`config.mk`:
```
export PLATFORM = sky130hd
export DESIGN_NAME = instr_fetch_unit
export DESIGN_NICKNAME = d
export VERILOG_FILES = /design/src/rtl/ifu_pkg.sv /design/src/rtl/ifu_fifo.sv /design/src/rtl/instr_fetch_unit.sv
export SDC_FILE = /design/constraint.sdc
export NUM_CORES = 1
export LEC_CHECK = 0
export CORE_AREA = 5 5 135 137
export DETAILED_ROUTE_END_ITERATION = 8
export DIE_AREA = 0 0 140 142
export PLACE_DENSITY = 0.48
export SETUP_SLACK_MARGIN = 0.02
export SYNTH_ARGS = -nofsm -noshare
export SYNTH_HDL_FRONTEND = slang
export SYNTH_SLANG_ARGS = --single-unit
```
`constraint.sdc`:
```
create_clock -name clk -period 3.7 [get_ports clk]
set_clock_uncertainty 0.2 [all_clocks]
set_input_delay 0.37 -clock clk [delete_from_list [all_inputs] [get_ports clk]]
set_output_delay 0.37 -clock clk [all_outputs]
set_load 0.02 [all_outputs]
```
`src/rtl/ifu_pkg.sv`:
```
// ============================================================================
// Module      : ifu_pkg
// Description : Shared opcodes, default widths and FIFO entry type for the IFU.
// Revision    : 1.0 - initial release
// ============================================================================
`default_nettype none

package ifu_pkg;

  localparam logic [3:0] OP_J   = 4'b0010;
  localparam logic [3:0] OP_BEQ = 4'b1000;

  localparam int PC_W_DEF    = 8;
  localparam int INSTR_W_DEF = 16;

  typedef struct packed {
    logic [PC_W_DEF-1:0]    pc;
    logic [INSTR_W_DEF-1:0] instr;
  } fetch_entry_t;

endpackage

`default_nettype wire

```
`src/rtl/ifu_fifo.sv`:
```
// ============================================================================
// Module      : ifu_fifo
// Description : DEPTH-entry first-word-fall-through FIFO of fetch entries with
//               synchronous clear and occupancy count.
// Revision    : 1.0 - initial release
// ============================================================================
`default_nettype none

module ifu_fifo
  import ifu_pkg::*;
#(
  parameter int DEPTH = 4,
  localparam int AW   = $clog2(DEPTH)
) (
  input  logic         clk,
  input  logic         rst_n,
  input  logic         i_clear,
  input  logic         i_push,
  input  fetch_entry_t i_data,
  input  logic         i_pop,
  output fetch_entry_t o_head,
  output logic [AW:0]  o_count
);

  localparam logic [AW-1:0] c_ptr_one = {{(AW-1){1'b0}}, 1'b1};
  localparam logic [AW:0]   c_cnt_one = {{AW{1'b0}}, 1'b1};

  logic [AW-1:0] r_wr_ptr;
  logic [AW-1:0] r_rd_ptr;
  logic [AW:0]   r_count;
  fetch_entry_t  r_mem [DEPTH];

  logic w_do_push;
  logic w_do_pop;

  // Clear dominates both push and pop; a pop of an empty FIFO is ignored.
  assign w_do_push = i_push && !i_clear;
  assign w_do_pop  = i_pop && (r_count != '0) && !i_clear;

  always_ff @(posedge clk or negedge rst_n) begin
    if (!rst_n) begin
      r_wr_ptr <= '0;
      r_rd_ptr <= '0;
      r_count  <= '0;
    end else if (i_clear) begin
      r_wr_ptr <= '0;
      r_rd_ptr <= '0;
      r_count  <= '0;
    end else begin
      if (w_do_push) r_wr_ptr <= r_wr_ptr + c_ptr_one;
      if (w_do_pop)  r_rd_ptr <= r_rd_ptr + c_ptr_one;
      case ({w_do_push, w_do_pop})
        2'b10:   r_count <= r_count + c_cnt_one;
        2'b01:   r_count <= r_count - c_cnt_one;
        default: r_count <= r_count;
      endcase
    end
  end

  always_ff @(posedge clk) begin
    if (w_do_push) r_mem[r_wr_ptr] <= i_data;
  end

  assign o_head  = r_mem[r_rd_ptr];
  assign o_count = r_count;

endmodule

`default_nettype wire

```
`src/rtl/instr_fetch_unit.sv`:
```
// ============================================================================
// Module      : instr_fetch_unit
// Description : PC owner and credit-based prefetcher feeding decode through a
//               FWFT FIFO. Optional J-predecode enabled by IFU_JPREDECODE_EN.
// Revision    : 1.0 - initial release
// ============================================================================
`default_nettype none

module instr_fetch_unit
  import ifu_pkg::*;
#(
  parameter int              PC_W     = PC_W_DEF,
  parameter int              INSTR_W  = INSTR_W_DEF,
  parameter int              DEPTH    = 4,
  parameter logic [PC_W-1:0] RESET_PC = '0
) (
  input  logic               clk,
  input  logic               rst_n,
  output logic               imem_req,
  output logic [PC_W-1:0]    imem_addr,
  input  logic [INSTR_W-1:0] imem_rdata,
  input  logic               redirect_valid,
  input  logic [PC_W-1:0]    redirect_pc,
  output logic               instr_valid,
  output logic [INSTR_W-1:0] instr,
  output logic [PC_W-1:0]    instr_pc,
  input  logic               instr_ready
);

  localparam int              CW        = $clog2(DEPTH) + 1;
  localparam logic [CW:0]     c_depth   = (CW+1)'(DEPTH);
  localparam logic [PC_W-1:0] c_pc_one  = {{(PC_W-1){1'b0}}, 1'b1};

  logic [PC_W-1:0] r_fetch_pc;
  logic [PC_W-1:0] r_req_pc;
  logic            r_inflight;
  logic            r_drop;

  logic [CW-1:0]   w_count;
  logic [CW:0]     w_pending;
  logic            w_push;
  logic            w_pop;
  fetch_entry_t    w_push_entry;
  fetch_entry_t    w_head;
  logic [PC_W-1:0] w_fetch_pc_nxt;
  logic            w_drop_nxt;

  // Outstanding credit covers both queued entries and the request in flight,
  // so the response slot is always guaranteed when data returns.
  assign w_pending = {1'b0, w_count} + {{CW{1'b0}}, r_inflight};
  assign imem_req  = rst_n && !redirect_valid && (w_pending < c_depth);
  assign imem_addr = r_fetch_pc;

  assign w_push             = r_inflight && !r_drop;
  assign w_pop              = instr_valid && instr_ready;
  assign w_push_entry.pc    = r_req_pc;
  assign w_push_entry.instr = imem_rdata;

`ifdef IFU_JPREDECODE_EN
  logic w_jtaken;
  assign w_jtaken = w_push && !redirect_valid && (imem_rdata[INSTR_W-1 -: 4] == OP_J);
`endif

  always_comb begin
    w_fetch_pc_nxt = r_fetch_pc;
    w_drop_nxt     = 1'b0;
    if (redirect_valid) begin
      w_fetch_pc_nxt = redirect_pc;
      w_drop_nxt     = 1'b1;
`ifdef IFU_JPREDECODE_EN
    end else if (w_jtaken) begin
      // Request issued alongside the J is on the wrong path; drop its data.
      w_fetch_pc_nxt = PC_W'(imem_rdata[7:0]);
      w_drop_nxt     = 1'b1;
`endif
    end else if (imem_req) begin
      w_fetch_pc_nxt = r_fetch_pc + c_pc_one;
    end
  end

  always_ff @(posedge clk or negedge rst_n) begin
    if (!rst_n) begin
      r_fetch_pc <= RESET_PC;
      r_req_pc   <= '0;
      r_inflight <= 1'b0;
      r_drop     <= 1'b0;
    end else begin
      r_fetch_pc <= w_fetch_pc_nxt;
      r_inflight <= imem_req;
      r_drop     <= w_drop_nxt;
      if (imem_req) r_req_pc <= r_fetch_pc;
    end
  end

  ifu_fifo #(
    .DEPTH (DEPTH)
  ) u_fifo (
    .clk     (clk),
    .rst_n   (rst_n),
    .i_clear (redirect_valid),
    .i_push  (w_push),
    .i_data  (w_push_entry),
    .i_pop   (w_pop),
    .o_head  (w_head),
    .o_count (w_count)
  );

  // Head fields are masked while empty so stale storage never leaks out.
  assign instr_valid = (w_count != '0);
  assign instr       = instr_valid ? w_head.instr : '0;
  assign instr_pc    = instr_valid ? w_head.pc    : '0;

endmodule

`default_nettype wire

```
-- After elaboration in Yosys (flattened, before gate mapping)
Memory sizes are Yosys's and may differ from the RTL's.
Index checks and enable logic that the tools add are counted.
- bits in registers: 25
- memory bits (writable): 96
- input bits: 28
- output and inout bits: 34
- memories: 1
- add/sub/neg operators: 6
- order comparisons: 1
- equality and inequality tests: 2
- muxes and demuxes: 13
- reductions and logical operators: 14
- memories (name ; depth ; bits a word ; rd ports ; clocked after memory_dff ; wr ports ; RTL line ; source):
    u_fifo.r_mem ; 4 ; 24 ; 1 ; 0 ; 1 ; ifu_fifo.sv:31 ; fetch_entry_t r_mem [DEPTH];
- operators with widths (kind ; count):
    2-to-1 mux 8 bit ; 3
    2-to-1 mux 16 bit ; 1
    adder 8 x 1 -> 8 bit, second input constant ; 1
    2-to-1 mux 2 bit ; 4
    logical AND 1 bit ; 7
    one-hot mux 3 bit (2 select lines) ; 1
    nonzero test 2 bit ; 3
    nonzero test 3 bit ; 2
    adder 2 x 1 -> 2 bit, second input constant ; 2
    adder 3 x 1 -> 4 bit ; 1
    < comparator 4 x 3 -> 1 bit, second input constant ; 1
    adder 3 x 1 -> 3 bit, second input constant ; 1
    2-to-1 mux 1 bit ; 3
    2-to-1 mux 3 bit ; 1
    subtractor 3 x 1 -> 3 bit, second input constant ; 1
    == test 2 x 1 -> 1 bit, second input constant ; 1
    == test 2 bit, second input constant ; 1
    zero test 1 bit ; 2

-- Depth between registers and ports, before layout
Gate-level depths: netlist (run 1).
- word-level depth: 7
- mapped depth: 7
- gate-level depth less buffers: 6

-- By module
Synthesis (run 1) repeated with hierarchy kept, for this count alone.
- cell total of the unflattened synthesis: 293
- area, all modules: 5016.1 sq um
- modules (own cells, without submodules) (module ; instances ; cells each ; area an instance (sq um) ; sequential area each (sq um)):
    ifu_fifo ; 1 ; 177 ; 3978.8 ; 3057.9
    instr_fetch_unit ; 1 ; 116 ; 1037.2 ; 450.4

-- Worst setup path before layout (run 1)
Ideal clock, no wire load.
- path kind: input -> register
- from: input redirect_valid
- to: register u_fifo.r_count[2], in the netlist u_fifo.o_count[2]
- library setup time: 0.137 ns
- arrival time: 1.824 ns
- slack: 1.540 ns
- cell stages on the path: 7
- path through: clkbuf_1 clkbuf_1 nor3_1 fa_1 nor3_1 o21a_1 nor3_1
- word-level cells in the longest chain between the ends: 5
- elaborated cells between the ends (all ways): 8
- classes of those cells: 2 x eq/ne; 2 x mux; 4 x reduce/logical
- ends and longest elaborated chain (element ; RTL line ; source):
    start, declared ; instr_fetch_unit.sv:22 ; input logic redirect_valid,
    zero test 1 bit ; ifu_fifo.sv:37, ifu_fifo.sv:38 ;
    logical AND 1 bit, on equally long branches ; ifu_fifo.sv:38, ifu_fifo.sv:37 ;
    == test 2 x 1 -> 1 bit / == test 2 bit (equally long branches) ; ifu_fifo.sv:52 ; case ({w_do_push, w_do_pop})
    one-hot mux 3 bit (2 select lines) ; ifu_fifo.sv:52 ;
    2-to-1 mux 3 bit ; ifu_fifo.sv:45 ; end else if (i_clear) begin
    end signal, assigned ; ifu_fifo.sv:53 ; 2'b10: r_count <= r_count + c_cnt_one;
    end signal, assigned ; ifu_fifo.sv:54 ; 2'b01: r_count <= r_count - c_cnt_one;
    end signal, assigned ; ifu_fifo.sv:55 ; default: r_count <= r_count;
    end, declared ; ifu_fifo.sv:30 ; logic [AW:0] r_count;
Parallel ways exist; a longest one is shown, timed or not.
A chain may end at the register's enable or synchronous reset.

-- Worst setup path after layout (run 1)
- from: register u_fifo.r_rd_ptr[0]
- to: output instr[0]
- word-level cells in the longest chain between the ends: 2
- ends and longest elaborated chain (element ; RTL line ; source):
    start, declared ; ifu_fifo.sv:29 ; logic [AW-1:0] r_rd_ptr;
    start signal, assigned ; ifu_fifo.sv:51 ; if (w_do_pop) r_rd_ptr <= r_rd_ptr + c_ptr_one;
    memory read (4 x 24 bit) ; -- ;
    2-to-1 mux 16 bit ; instr_fetch_unit.sv:110 ; assign instr = instr_valid ? w_head.instr : '0;
    end, declared ; instr_fetch_unit.sv:25 ; output logic [INSTR_W-1:0] instr,
No other way between the ends.

==> results by group, run 1 <==
Pwr
  – Leakage: around 0.0022 uW
  – Power per Cell Area: 666 nW/um^2
  – Int Power: 3180 uW
  – Combinational fraction of design power: 23.4%
  – Sw frac: between 20% and 30%
  – Clock share of power: 36.8%
  – Worst vdd ir: 0.347 mV
  – Switch Pwr: approximately 1100 uW
  – Flop pwr share: 39.8%

STA
  – Final TNS setup: 0 ns
  – RSZ-0062 raised after global routing: no
  – Final Max Slew Viols: 0
  – Final period utilization: 84.5%
  – F_max: 320 MHz
  – Worst slew pin tran: about 0.83 ns
  – Slew HR: between 40% and 50%
  – Final setup fails: 0
  – Final min period: approximately 3.1 ns
  – Final hold viol count: 0

Cells and area
  – Final Net Count: about 380
  – Share of layout cells above drive strength 1: 19.9%
  – Antenna Cells: 0
  – Non-Filler Cell Area, Final: 6470 um^2
  – Area grow syn2layout: 30.7%

Clock tree
  – Num CTS Buffers: 17
  – Post-cts gate resize count: 0
  – Reg clk slew, reported paths: 0.05 ns
  – CTS tree: done
  – H-tree depth: 4
  – Sinks on Clock Net: 121
  – Post-CTS Setup Inserts: 0
  – Worst-Skew Late Latency: ~0.40 ns
  – Clock root buffer: clkbuf_16
  – Maximum clock path buffer count: 2
  – CTS Hold Bufs: 0

Outcome
  – Status: finished, final reports clean

Floorplan
  – Ports: 62
  – DIE HEIGHT: 142 um
  – Initial core utilization: between 20 and 30%
  – Die W: 140 um
  – Area of the core: between 15000 and 20000 um^2
  – Row count: 48
  – DIE AREA: 19900 um^2

Detailed routing
  – Drt first pass iters: 4
  – Post-Route WL: 9870 um
  – DRT iter0 DRCs: approximately 170
  – DR vias/cell: about 4.5
  – Via count: 2633
  – WL/cell: 16.8 um
  – Antenna-violating nets left: 0
  – Residual DRC: 0

Yosys
  – Cell variety after synth: 42
  – Sequential area share after synthesis: 70.9%
  – Mux contribution to synthesized area: 13.1%
  – Simple-gate share of the synthesized area: 8.27%
  – Post-synthesis compound-gate area fraction: 3.14%
  – Synthesized area: roughly 5000 um^2
  – Synth Register Bits: 121
  – Post-synth EDFFs: 96
  – Syn Area/Cell: roughly 18 um^2
  – Ys async rst share: approximately a fifth
  – Post-Synth Adder-Cell Area: 1.67%
  – Yosys warnings: 0
  – Post-Synth XOR/XNOR Area: 0.885%
  – Post-synthesis instance total: 271
  – Syn_nets: 305
  – Main combinational cell family by area after synthesis: multiplexers
  – Synth Flop Type: edfxtp_1

Global route
  – Total grt overflow: 0
  – Antenna violations before repair: 0
  – Vias in the first global route: about 2900
  – Largest net degree at the start of global routing: 27
  – All-Layer GR Usage: 10.7%
  – First-pass GRT wire length: 16000 um

Flow run
  – Max-Cap Viols: 0

Worst setup path
  – Crit path launch type: register
  – Delay-heaviest family, CP: buffers and inverters
  – CP Capture Type: output pin
  – Critical Path RT: 3.13 ns
  – Worst path arrival time: 2.55 ns
  – Crit Reg-Reg Startpoint: r_inflight$_DFF_PN0_
  – Slowest stage cell on the critical path: dfrtp_2
  – Critical-path cell list: buf_12, mux4_1, and2_1, clkdlybuf4s50_1
  – CP max stage delay: 0.66 ns
  – Cells on worst reg2reg path: 5
  – Setup Crit Path Kind: reg -> out
  – R2r setup slk: 1.55 ns
  – Critical Path Fanout Max: 14
  – CP bufs+invs: 2
  – R2r endpoint: u_fifo.r_mem[1][4]$_DFFE_PP_

Placement
  – Area of placed instances: 5880 um^2
  – PortBufs: just over 60
  – Final HPWL DP: 6560 um
  – GPL Wtd Cong: 0.709

Min path
  – Worst min path class: in -> async
## logic make-up after synthesis
logic type,Yosys count
AO/OA/AOI/OAI,18
XOR/XNOR,5
adder cells (fa/ha/maj),6
buffers and inverters,18
flip-flops,121
multiplexers,32
AND/OR/NAND/NOR,71
## cell usage after synthesis, types with 4 or more instances
master,number,share of area [%]
edfxtp_1,96,58
and2_1,30,3.8
dfrtp_1,25,13
mux4_2,19,8.6
nand2_1,10,0.76
nor2_1,9,0.68
mux2_2,7,1.6
clkbuf_1,6,0.46
and3_1,5,0.63
ha_1,5,1.3
mux4_1,5,2.7
nor3_1,5,0.51
a221o_1,4,0.81
inv_1,4,0.30
## metal layers
metal | wire [um] | part of all wire [%] | global-route usage (%) | up-vias
met5 | 0 | 0 | 0 | -
met4 | 178 | 1.8 | 4.74 | 0
met3 | 485 | 4.9 | 3.80 | 16
met2 | 4680 | 47 | 16.9 | 66
met1 | 4520 | 46 | 13.3 | 1332
li1 | - | - | - | 1219
## how the worst max path moves through the flow
stage	startpoint	end	slack, ns	cells after the start
after floorplan	redirect_valid	u_fifo.o_count[2]$_DFFE_PN0P_	1.54	7
after global placement	u_fifo.r_rd_ptr[0]$_DFFE_PN0P_	instr[0]	0.93	4
after detailed placement	u_fifo.r_rd_ptr[0]$_DFFE_PN0P_	instr[0]	0.93	4
after CTS	u_fifo.r_rd_ptr[0]$_DFFE_PN0P_	instr[0]	0.49	4
after global routing	u_fifo.r_rd_ptr[0]$_DFFE_PN0P_	instr[0]	0.40	4
final	u_fifo.r_rd_ptr[0]$_DFFE_PN0P_	instr[0]	0.58	4
## cell usage in the layout (no fill, tap or decap), drive strengths merged, types with 2 or more instances in the layout
| cell type | count |
|---|---|
| clkbuf | 24 |
| ha | 5 |
| a221o | 4 |
| a31oi | 2 |
| o311ai | 2 |
| mux4 | 24 |
| edfxtp | 96 |
| xor2 | 2 |
| nor2b | 3 |
| and2 | 30 |
| nand2 | 10 |
| clkinvlp | 2 |
| buf | 11 |
| dfrtp | 25 |
| a21oi | 2 |
| and3 | 5 |
| inv | 5 |
| nor2 | 9 |
| xnor2 | 3 |
| nor3 | 6 |
| clkinv | 4 |
| clkdlybuf4s50 | 61 |
| mux2 | 7 |
| nand3 | 5 |
| bufinv | 2 |
| o21bai | 2 |
## flip-flops by register name (all words and copies together) (netlist names)
signal and flops:
imem_addr 8, r_drop 1, r_inflight 1, r_req_pc 8, u_fifo.o_count 3, u_fifo.r_mem 96, u_fifo.r_rd_ptr 2, u_fifo.r_wr_ptr 2
## through the flow
stage / instances / hold WS [ns] / total power, uW / worst slack, ns / util, %
finish: 587 / 0.275 / 4310 / 0.575 / 38.2
global route: 587 / 0.284 / 4530 / 0.396 / 38.2
CTS: 587 / 0.283 / 4380 / 0.491 / 38.2
detailed placement: 555 / 0.319 / 2780 / 0.932 / 34.7
global placement: 555 / 0.298 / 2770 / 0.928 / 34.7
floorplan: 271 / -0.126 / 2340 / 1.54 / -
## power by group through the flow
stage	Combinational [uW]	Sequential (uW)	Clock [uW]
global placement	1030	1740	0
CTS	1040	1720	1620
finish	1010	1720	1580
floorplan	650	1690	0
global route	1100	1740	1690
detailed placement	1030	1750	0
## layout make-up
class,count,area [um^2]
sequential,121,3510
clock inverter,8,93.8
fill,1582,10500
clock buffer,24,492
inverter,5,21.3
multi-input combinational,132,1340
timing repair buffer,72,731
tap,225,282
No activity file was read; power rests on OpenSTA's default activity.
==> inputs of run 2 (changes only) <==
PLACE_DENSITY = 0.5   (was 0.48)
clock period = 2.8 ns   (was 3.7 ns; I/O delays follow)
==> run 2 against run 1 <==
Effect of this change: total power rose by 31%; core utilization rose by 0.35 points; first-iteration DRC count fell by 40%; sequential power rose by 30%; largest power group unchanged; highest routed layer unchanged.
==> results by group, run 2 (synthesis gave the netlist of run 1 again) <==
Outcome
  – Status: finished, final reports clean (unchanged)

Detailed routing
  – DR vias/cell: 4.47 (was 4.49)
  – Post-Route WL: 9930 um (was 9870 um)
  – Residual DRC: 0 (unchanged)
  – Antenna-violating nets left: 0 (unchanged)
  – DRT iter0 DRCs: 99 (was 166)
  – Drt first pass iters: 4 (unchanged)
  – Via count: 2635 (was 2633)
  – WL/cell: 16.8 um (about the same)

Global route
  – Vias in the first global route: 2879 (was 2867)
  – Total grt overflow: 0 (unchanged)
  – All-Layer GR Usage: 10.7% (about the same)
  – First-pass GRT wire length: 16000 um (about the same)
  – Largest net degree at the start of global routing: 27 (unchanged)
  – Antenna violations before repair: 0 (unchanged)

Clock tree
  – Sinks on Clock Net: 121 (unchanged)
  – Clock root buffer: clkbuf_16 (unchanged)
  – Reg clk slew, reported paths: 0.05 ns (about the same)
  – Maximum clock path buffer count: 2 (unchanged)
  – H-tree depth: 4 (unchanged)
  – Worst-Skew Late Latency: 0.40 ns (about the same)
  – Num CTS Buffers: 17 (unchanged)
  – CTS tree: done (unchanged)

Cells and area
  – Biggest register: u_fifo.r_mem (unchanged)
  – Antenna Cells: 0 (unchanged)
  – Fillcell total: 1587 (was 1582)
  – Max reg flops: 96 (unchanged)
  – Share of layout cells above drive strength 1: 20.5% (was 19.9%)
  – Sequential cell area: 3510 um^2 (about the same)
  – Non-filler cells, final: 590 (was 587)
  – Multi-input logic area: 1340 um^2 (unchanged)
  – Area grow syn2layout: 31.9% (was 30.7%)
  – Commonest non-fill, non-tap cell in the layout: edfxtp_1 (unchanged)
  – Most frequent cells in the layout: edfxtp_1 (96), clkdlybuf4s50_1 (49), and2_1 (30) (was edfxtp_1 (96), clkdlybuf4s50_1 (61), and2_1 (30))
  – Final Net Count: 387 (was 383)

STA
  – Final setup fails: 0 (unchanged)
  – F_max: approximately 370 MHz
  – Slew HR: 73.2% (was 44.6%)
  – Setup ws final: 0.113 ns (was 0.575 ns)
  – Worst slew pin tran: 0.403 ns (was 0.831 ns)
  – Final min period: 2.69 ns
  – Final hold viol count: 0 (unchanged)
  – Final period utilization: 96.0%
  – Final TNS setup: 0 ns (unchanged)
  – RSZ-0062 raised after global routing: no (unchanged)
  – Final Max Slew Viols: 0 (unchanged)

Min path
  – Worst min path class: in -> async (unchanged)

Floorplan
  – Initial core utilization: 29.2% (unchanged)
  – Ports: 62 (unchanged)
  – DIE AREA: 19900 um^2 (unchanged)
  – Area of the core: 16900 um^2 (unchanged)
  – Row count: 48 (unchanged)
  – DIE HEIGHT: 142 um (unchanged)
  – Die W: 140 um (unchanged)

Worst setup path
  – CP Capture Type: output pin (unchanged)
  – Worst path arrival time: 2.21 ns (was 2.55 ns)
  – Critical Path Fanout Max: 17 (was 14)
  – Critical Path RT: 2.32 ns (was 3.13 ns)
  – Setup Crit Path Kind: reg -> out (unchanged)
  – Crit path launch type: register (unchanged)

Placement
  – Placed instance count: 558 (was 555)
  – Final HPWL DP: 6290 um (was 6560 um)
  – GPL Wtd Cong: 0.724 (was 0.709)
  – PortBufs: 61 (unchanged)
  – Pre-CTS setup slack: 0.456 ns (was 0.932 ns)

Pwr
  – Tot Pwr: 5630 uW (was 4310 uW)
  – Worst vdd ir: 0.440 mV (was 0.347 mV)
  – Power per Cell Area: 862 nW/um^2 (was 666 nW/um^2)
  – Leakage: 0.00242 uW (was 0.00224 uW)

Flow run
  – Max-Cap Viols: 0 (unchanged)
==> run 2: cell type report <==
class	count	share of cell area, %
repair buffers	76	12.7
well taps	225	4.31
clock inverters	12	1.67
clock buffers	19	6.63
inverters	5	0.326
flip-flops and latches	121	53.8
multi-input cells	132	20.5
==> run 2: stage by stage <==
stage | hold slack, ns | utilization (%) | area (um^2)
after global placement | 0.293 | 35.1 | 5940
final | 0.228 | 38.5 | 6530
after global routing | 0.255 | 38.5 | 6530
after floorplan | -0.216 | - | 4950
after CTS | 0.215 | 38.3 | 6490
after detailed placement | 0.314 | 35.1 | 5940
==> run 2: critical path: stages, from the launching register on <==
cell,delay [ns]
dfrtp_2,0.39
buf_12,0.19
mux4_2,0.52
and2_1,0.17
clkdlybuf4s50_1,0.53
==> run 2: metal layers <==
layer  global-route usage (%)  part of all wire (%)  vias up
li1                         -                     -     1228
met1                     13.8                    47     1331
met2                     16.7                    48       66
met3                     4.13                   4.3       10
met4                     3.47                   1.3        0
met5                        0                     0        -
==> run 2: final timing paths <==
check                                                    start                            end  slack [ns]  cells after the start
worst min register to register         r_req_pc[5]$_DFFE_PN0P_  u_fifo.r_mem[2][21]$_DFFE_PP_        0.33                      0
worst max register to register   u_fifo.o_count[0]$_DFFE_PN0P_  u_fifo.o_count[2]$_DFFE_PN0P_        0.65                      6
max in group asynchronous                                rst_n       imem_addr[0]$_DFFE_PN0P_        1.69                      2
worst min-delay path                                     rst_n       imem_addr[5]$_DFFE_PN0P_        0.23                      2
worst max-delay path            u_fifo.r_rd_ptr[0]$_DFFE_PN0P_                       instr[9]        0.11                      4
min in group clk                                redirect_pc[0]       imem_addr[0]$_DFFE_PN0P_        0.23                      3
==> run 2: where the power goes <==
| part | switching, uW | internal [uW] | total, uW | leakage [uW] |
|---|---|---|---|---|
| combinational | 678 | 726 | 1400 | 0.000976 |
| sequential | 135 | 2100 | 2230 | 0.00118 |
| clock | 710 | 1280 | 1990 | 0.000268 |
==> run 2: repair_timing <==
item / CTS / global route
endpoints found under the setup margin: 1 / 21
buffers inserted: 0 / 0
endpoints found under the hold margin: 2 / 0
gates resized for setup: 1 / 14
hold buffers: 1 / 0
